File: config.mk
export PLATFORM = sky130hd
export DESIGN_NAME = front_end
export DESIGN_NICKNAME = d
export VERILOG_FILES = /design/src/rtl/copr_stream_pkg.sv /design/src/rtl/fe_skid_buf.sv /design/src/rtl/front_end.sv
export SDC_FILE = /design/constraint.sdc
export NUM_CORES = 1
export LEC_CHECK = 0
export BUFFER_PORTS_ARGS = -buffer_cell sky130_fd_sc_hd__clkbuf_2
export CORE_ASPECT_RATIO = 0.6
export CORE_MARGIN = 2
export CORE_UTILIZATION = 46
export DETAILED_ROUTE_END_ITERATION = 8
export GPL_TIMING_DRIVEN = 0
export PLACE_DENSITY = 0.75
export SYNTH_ARGS = -nofsm -noshare
export SYNTH_HDL_FRONTEND = slang
export SYNTH_SLANG_ARGS = --single-unit
File: constraint.sdc
create_clock -name clk -period 4.3 [get_ports clk]
set_clock_uncertainty 0.15 [all_clocks]
set_input_delay 0.86 -clock clk [delete_from_list [all_inputs] [get_ports clk]]
set_output_delay 0.86 -clock clk [all_outputs]
set_load 0.05 [all_outputs]
File: src/rtl/copr_stream_pkg.sv
// copr_stream_pkg: stream FSM encodings shared by front_end and back_end.
package copr_stream_pkg;
   typedef enum logic [1:0] {IDLE = 2'd0, RUN = 2'd1, DONE = 2'd2} stream_state_e;
endpackage

File: src/rtl/fe_skid_buf.sv
// fe_skid_buf: token buffer between FSL and actor; 2 entries with FRONT_END_SKID_EN, else 1.
module fe_skid_buf #(
   parameter int W = 32
) (
   input  logic         clk,
   input  logic         rst,
   input  logic         flush,
   input  logic         push,
   input  logic         pop,
   input  logic [W-1:0] din,
   output logic [W-1:0] dout,
   output logic         full,
   output logic         empty
);
`ifdef FRONT_END_SKID_EN
   logic [W-1:0] mem_q [2];
   logic [W-1:0] mem_d [2];
   logic         wp_q, wp_d, rp_q, rp_d;
   logic [1:0]   cnt_q, cnt_d;
   always_comb begin
      mem_d = mem_q;
      wp_d  = wp_q;
      rp_d  = rp_q;
      if (push) begin
         mem_d[wp_q] = din;
         wp_d        = ~wp_q;
      end
      if (pop) rp_d = ~rp_q;
      cnt_d = cnt_q + {1'b0, push} - {1'b0, pop};
      if (flush) begin
         wp_d  = 1'b0;
         rp_d  = 1'b0;
         cnt_d = 2'd0;
      end
   end
   always_ff @(posedge clk) begin
      if (rst) begin
         wp_q  <= 1'b0;
         rp_q  <= 1'b0;
         cnt_q <= 2'd0;
      end else begin
         wp_q  <= wp_d;
         rp_q  <= rp_d;
         cnt_q <= cnt_d;
      end
      mem_q <= mem_d;
   end
   assign dout  = mem_q[rp_q];
   assign full  = cnt_q == 2'd2;
   assign empty = cnt_q == 2'd0;
`else
   logic [W-1:0] data_q, data_d;
   logic         valid_q, valid_d;
   // push is only offered while empty, so push and pop never coincide
   always_comb begin
      data_d  = push ? din : data_q;
      valid_d = flush ? 1'b0 : push ? 1'b1 : pop ? 1'b0 : valid_q;
   end
   always_ff @(posedge clk) begin
      if (rst) valid_q <= 1'b0;
      else valid_q <= valid_d;
      data_q <= data_d;
   end
   assign dout  = data_q;
   assign full  = valid_q;
   assign empty = ~valid_q;
`endif
endmodule

File: src/rtl/front_end.sv
// front_end: pulls exactly size words from an FSL slave port and streams them to an actor.
// Define FRONT_END_SKID_EN for a 2-entry buffer (1 token/cycle); default is 1 token per 2 cycles.
module front_end
   import copr_stream_pkg::*;
#(
   parameter int SIZECOUNT = 12,
   parameter int SIZEDATA  = 32
) (
   input  logic                 clk,
   input  logic                 rst,
   output logic                 FSL_S_READ,
   input  logic                 FSL_S_EXISTS,
   input  logic [SIZEDATA-1:0]  FSL_S_DATA,
   input  logic                 clear,
   input  logic [SIZECOUNT-1:0] size,
   output logic                 endrecv,
   output logic [SIZEDATA-1:0]  OUT_data,
   output logic                 OUT_send,
   input  logic                 OUT_ack,
   input  logic                 OUT_rdy
);
   stream_state_e        state_q, state_d;
   logic [SIZECOUNT-1:0] size_q, size_d, rd_cnt_q, rd_cnt_d, tx_cnt_q, tx_cnt_d;
   logic                 buf_full, buf_empty, pop;

   fe_skid_buf #(.W(SIZEDATA)) u_buf (
      .clk   (clk),
      .rst   (rst),
      .flush (clear),
      .push  (FSL_S_READ),
      .pop   (pop),
      .din   (FSL_S_DATA),
      .dout  (OUT_data),
      .full  (buf_full),
      .empty (buf_empty)
   );

   assign FSL_S_READ = state_q == RUN && FSL_S_EXISTS && !buf_full && rd_cnt_q != size_q && !clear;
   assign OUT_send   = !buf_empty && OUT_rdy && !clear;
   assign pop        = OUT_send && OUT_ack;
   assign endrecv    = state_q == DONE;

   // clear wins over any read or ack in the same cycle
   always_comb begin
      state_d  = state_q;
      size_d   = size_q;
      rd_cnt_d = rd_cnt_q + SIZECOUNT'(FSL_S_READ);
      tx_cnt_d = tx_cnt_q + SIZECOUNT'(pop);
      if (state_q == RUN && tx_cnt_d == size_q) state_d = DONE;
      if (clear) begin
         size_d   = size;
         rd_cnt_d = '0;
         tx_cnt_d = '0;
         state_d  = size == '0 ? DONE : RUN;
      end
   end

   always_ff @(posedge clk) begin
      if (rst) begin
         state_q  <= IDLE;
         size_q   <= '0;
         rd_cnt_q <= '0;
         tx_cnt_q <= '0;
      end else begin
         state_q  <= state_d;
         size_q   <= size_d;
         rd_cnt_q <= rd_cnt_d;
         tx_cnt_q <= tx_cnt_d;
      end
   end
endmodule
## Yosys cells after proc, flatten, opt, wreduce, memory -nomap -nowiden

Index checks and enable logic that the tools add are counted.

| storage, ports and cells | value |
|---|---|
| word-level logic and storage cells | 31 |
| bits in registers | 71 |
| bits of input ports | 50 |
| output and inout port bits | 35 |

| cells by class | value |
|---|---|
| mux-type cells | 5 |
| equality and inequality tests | 4 |
| reduce and logical (&&, ||, !) cells | 14 |
| add/sub/neg operators | 2 |

Operators by type and width:

| cell | count |
|---|---|
| $add 12x1->12 | 2 |
| $eq 12x12->1 | 1 |
| $logic_not 12->1 | 1 |
| $ne 12x12->1 | 1 |
| $logic_and 1x1->1 | 8 |
| $mux 2 | 3 |
| $reduce_bool 2->1 | 2 |
| $eq 2x1->1 const B | 1 |
| $eq 2x2->1 const B | 1 |
| $logic_not 1->1 | 2 |
| $mux 1 | 2 |
| $reduce_or 2->1 | 1 |

## Longest topological paths before layout

| logic depth | value |
|---|---|
| word-level depth | 8 |
| gate-level depth with buffers | 11 |
| mapped depth without buffers | 10 |

## Hierarchy

A second synthesis with hierarchy kept.

| unflattened totals | value |
|---|---|
| cells, all modules | 266 |
| area, all modules | 3,067.9 sq um |

Modules (own cells, without submodules):

| module | times used | area an instance (sq um) | cells each | sequential area each (sq um) |
|---|---|---|---|---|
| front_end | 1 | 2,065.7 | 229 | 760.7 |
| fe_skid_buf | 1 | 1,002.2 | 37 | 980.9 |

## Worst setup path after synthesis

No wires, ideal clock.

| timing | value |
|---|---|
| path type | input to register |
| from | input port clear |
| to | register rd_cnt_q[11] |
| stages on the path | 9 |
| data required time | 4.079 ns |
| path buffers | 1 |
| library setup time | 0.071 ns |
| arrival | 4.567 ns |
| setup slack | -0.487 ns |
| path through | clkbuf_1 > nor2b_1 > nand3_1 > nor2_1 > ha_1 > and3_1 > nand3_1 > or3_1 > a21oi_1 |

| on the way | value |
|---|---|
| cells in the longest elaborated chain, start to end | 3 |
| elaborated cells between the ends (all ways) | 4 |
| those cells by class | add/sub: 1; reduce/logical: 3 |

Ends and longest elaborated chain:

| what | RTL line | RTL |
|---|---|---|
| from (decl) | front_end.sv:14 | `input logic clear,` |
| $logic_not 1->1 | front_end.sv:38 | `assign FSL_S_READ = state_q == RUN && FSL_S_EXISTS && !buf_full && rd_cnt_q != size_q && !clear;` |
| $logic_and 1x1->1 | front_end.sv:38 |  |
| named net FSL_S_READ | front_end.sv:11 | `output logic FSL_S_READ,` |
| $add 12x1->12 | front_end.sv:47 | `rd_cnt_d = rd_cnt_q + SIZECOUNT'(FSL_S_READ);` |
| to (signal assigned) | front_end.sv:67 | `rd_cnt_q <= rd_cnt_d;` |
| to (decl) | front_end.sv:23 | `logic [SIZECOUNT-1:0] size_q, size_d, rd_cnt_q, rd_cnt_d, tx_cnt_q, tx_cnt_d;` |

The timed path passes the listed nets, and every way through them passes these cells.
A chain may end at the register's enable or synchronous reset.

## Worst setup path in the final report

| timing | value |
|---|---|
| from | input port clear |
| to | output port FSL_S_READ |

| on the way | value |
|---|---|
| cells in the longest elaborated chain, start to end | 2 |

Ends and longest elaborated chain:

| what | RTL line |
|---|---|
| $logic_not 1->1 | front_end.sv:38 |
| $logic_and 1x1->1 | front_end.sv:38 |
| to (decl) | front_end.sv:11 |

Every way passes these cells.

==> results.py <==
metrics = {
    "synthesis": {
        "synth-async-reset-ratio": 0,
        "synth_commonest_cells": "dfxtp_1 (39), nor2_1 (35), edfxtp_1 (32)",
        "synth_area_um2": 2960,
        "ys_ff_latch": 71,
        "synth_top_area_cell": "edfxtp_1",
        "syn_nets": 305,
        "yosysTopAreaCellShare": 0.325,
        "synth_edf_count": 32,
        "synth_area_leaders": "edfxtp_1 (33%), dfxtp_1 (26%), xnor2_1 (7.7%)",
        "synth_cells": 251,
        "yosysMostFrequentCell": "dfxtp_1",
        "seq_area_frac_synth": 0.589,
        "syn_area_per_cell_um2": 11.8,
        "ys_types": 40,
        "yosysWarnings": 0,
        "synthFlopType": "dfxtp_1",
    },
    "sta": {
        "hold_slack_ps": 362,
        "worst_slew_pin_slew_ps": 942,
        "hold_viol": 0,
        "setup_viol": 0,
        "min_period_over_period": 0.840,
        "grt_setup_unrepaired": "false",
        "relSlewSlack": 0.371,
        "fmax_mhz": 277,
        "final.setup.tns_ps": 0,
        "drv_slew": 0,
        "period_needed_ps": 3610,
    },
    "min_path": {
        "min_path_type": "reg -> reg",
    },
    "drt": {
        "drt_iter0_markers": 126,
        "firstDrtPassIters": 4,
        "top_layer": "met4",
        "via_per_inst": 5.06,
        "drc": 0,
        "vias": 2195,
        "routed_wl_mm": 6.51,
        "met2_length_mm": 2.74,
        "wl_met1_mm": 3.17,
        "ant_nets": 0,
        "wl_met3_um": 539,
        "routedWlPerCell_um": 15.0,
    },
    "clock_tree": {
        "cts_tree": "done",
        "cts_root_buffer": "clkbuf_8",
        "postCtsSetupBuffers": 0,
        "clockBufferDepth": 2,
        "path_clk_slew_ps": 70,
        "cts-buffers-inserted": 9,
        "clock_latency_ps": 350,
        "cts-hold-fix-buffers": 0,
        "cts_sinks": 71,
        "htree_levels": 3,
        "postCtsResizedCells": 0,
    },
    "worst_setup_path": {
        "worstPathMaxFanout": 35,
        "critPathTopFamily": "simple AND/OR/NAND/NOR gates",
        "path_buf_inv": 2,
        "cp.required_ps": 3290,
        "cp_slowest_cell": "nor2_4",
        "path_class": "in -> out",
        "end_kind": "primary output",
        "max_stage_delay_ps": 730,
        "cp_data_arrival_time_ps": 2600,
        "crit_chain": "clkbuf_1 -> nor2b_1 -> nand3_1 -> nor2_4 -> clkbuf_2",
        "start_kind": "input port",
    },
    "power": {
        "powerDensity_nw_per_um2": 398,
        "ir_drop_mv": 0.202,
        "power_frac_comb": 0.074,
        "p_leak_nw": 1.53,
        "pwr-share-seq": 0.494,
        "p_sw_w": 0.000332,
        "intPower_w": 0.00115,
        "pwr-share-clk": 0.432,
        "p_sw_frac": 0.224,
    },
    "grt": {
        "antenna_found_initial": 0,
        "overflow": 0,
        "grt_usage": 0.197,
        "grt_max_degree": 36,
        "grt_pass1_vias": 2111,
        "grt_pass1_wl_mm": 10.3,
    },
    "cells_and_area": {
        "design_area_um2": 3730,
        "num_antenna_cells": 0,
        "nNetsFinal": 399,
        "final_util": 0.605,
        "area.growth.synth_to_final_pct": 26.1,
        "layout.cells.non_filler": 434,
        "drive_gt1_frac": 0.303,
    },
    "place": {
        "place_hpwl_mm": 5.07,
        "dp.cells": 418,
        "gp_congestion": 0.937,
        "placed_area_um2": 3480,
        "io_buffers": 83,
    },
    "flow_run": {
        "max-cap-violations": 0,
    },
    "floorplan": {
        "dieHeight_um": 66.1,
        "start_util": 0.480,
        "ios": 85,
        "die_w_um": 108,
        "die_area_um2": 7110,
        "core_area_um2": 6170,
        "rows": 22,
    },
    "outcome": {
        "status": "completed",
    },
}
==> final timing paths <==
check / slack (ps) / to / depth (start not counted) / startpoint
hold / removal: 360 / rd_cnt_q[11] / 2 / rd_cnt_q[11]
setup / recovery: 690 / FSL_S_READ / 5 / clear
hold reg to reg: 360 / rd_cnt_q[11] / 2 / rd_cnt_q[11]
setup reg to reg: 1210 / rd_cnt_q[11] / 10 / rd_cnt_q[2]
==> sequential cells by signal (all words and copies together), names as in the netlist <==
| signal | count |
|---|---|
| rd_cnt_q | 12 |
| u_buf.full | 1 |
| state_q | 2 |
| tx_cnt_q | 12 |
| size_q | 12 |
| u_buf.dout | 32 |
==> worst reg2reg max path, cell delays in order (launching register included) <==
cell and delay (ps):
dfxtp_1 310, clkbuf_1 270, xnor2_1 110, nand4_1 110, nor3_1 90, nor2_4 740
ha_1 310, and3_1 260, nand3_1 160, or3_1 370, a21oi_1 130
==> final cells by class <==
type	instances	area, um^2
buffer	7	27.5
clock buffer	9	124
clock inverter	7	120
fill	515	2440
inverter	3	11.3
multi-input combinational	170	1180
sequential	71	1740
tap	84	105
timing repair buffer	83	415
==> cells in the final DEF (no fill, tap or decap), types with 2 or more instances in the layout <==
master	n
a21oi_1	6
nor4_1	4
o21ai_0	2
dfxtp_1	39
xnor2_1	26
nand4_1	5
ha_1	4
inv_1	3
xor2_1	14
nor2_1	34
clkbuf_2	83
mux2i_1	12
and2_1	6
edfxtp_1	32
and3_1	6
clkbuf_8	9
nand2b_1	2
o21ai_1	2
nand3_1	11
and4_1	3
nor2b_1	4
xnor3_1	2
clkbuf_1	6
nand2_1	9
bufinv_16	3
==> per-stage QoR <==
stage                     worst slack [ps]  total power (W)
final                                  688          0.00148
after global routing                   473          0.00153
after CTS                              674          0.00149
after detailed placement               552         0.000857
after global placement                 159         0.000855
after floorplan                        350         0.000812
==> routing by layer <==
metal / GRT usage / vias to the layer above
met3: 0.0857 / 8
met1: 0.277 / 1045
met5: 0 / -
li1: - / 1075
met2: 0.274 / 67
met4: 0.0561 / 0
==> logic make-up (layout without fill, tap and decap cells) <==
| group | after synthesis | count (layout) | share of synthesized area |
|---|---|---|---|
| simple gates | 93 | 93 | 0.163 |
| flops | 71 | 71 | 0.589 |
| xor+xnor | 42 | 42 | 0.134 |
| compound gates | 19 | 19 | 0.0432 |
| mux | 12 | 12 | 0.0406 |
| buf+inv | 10 | 109 | 0.0131 |
| fa+ha+maj | 4 | 4 | 0.0169 |
==> power groups by stage <==
stage,clock network (W),registers [W],logic [W]
after floorplan,0,0.000765,0.0000468
after global placement,0,0.000747,0.000108
after detailed placement,0,0.000748,0.000109
after global routing,0.000678,0.000734,0.000120
final,0.000640,0.000732,0.000110
after CTS,0.000653,0.000732,0.000110
No activity file was read; power rests on OpenSTA's default activity.
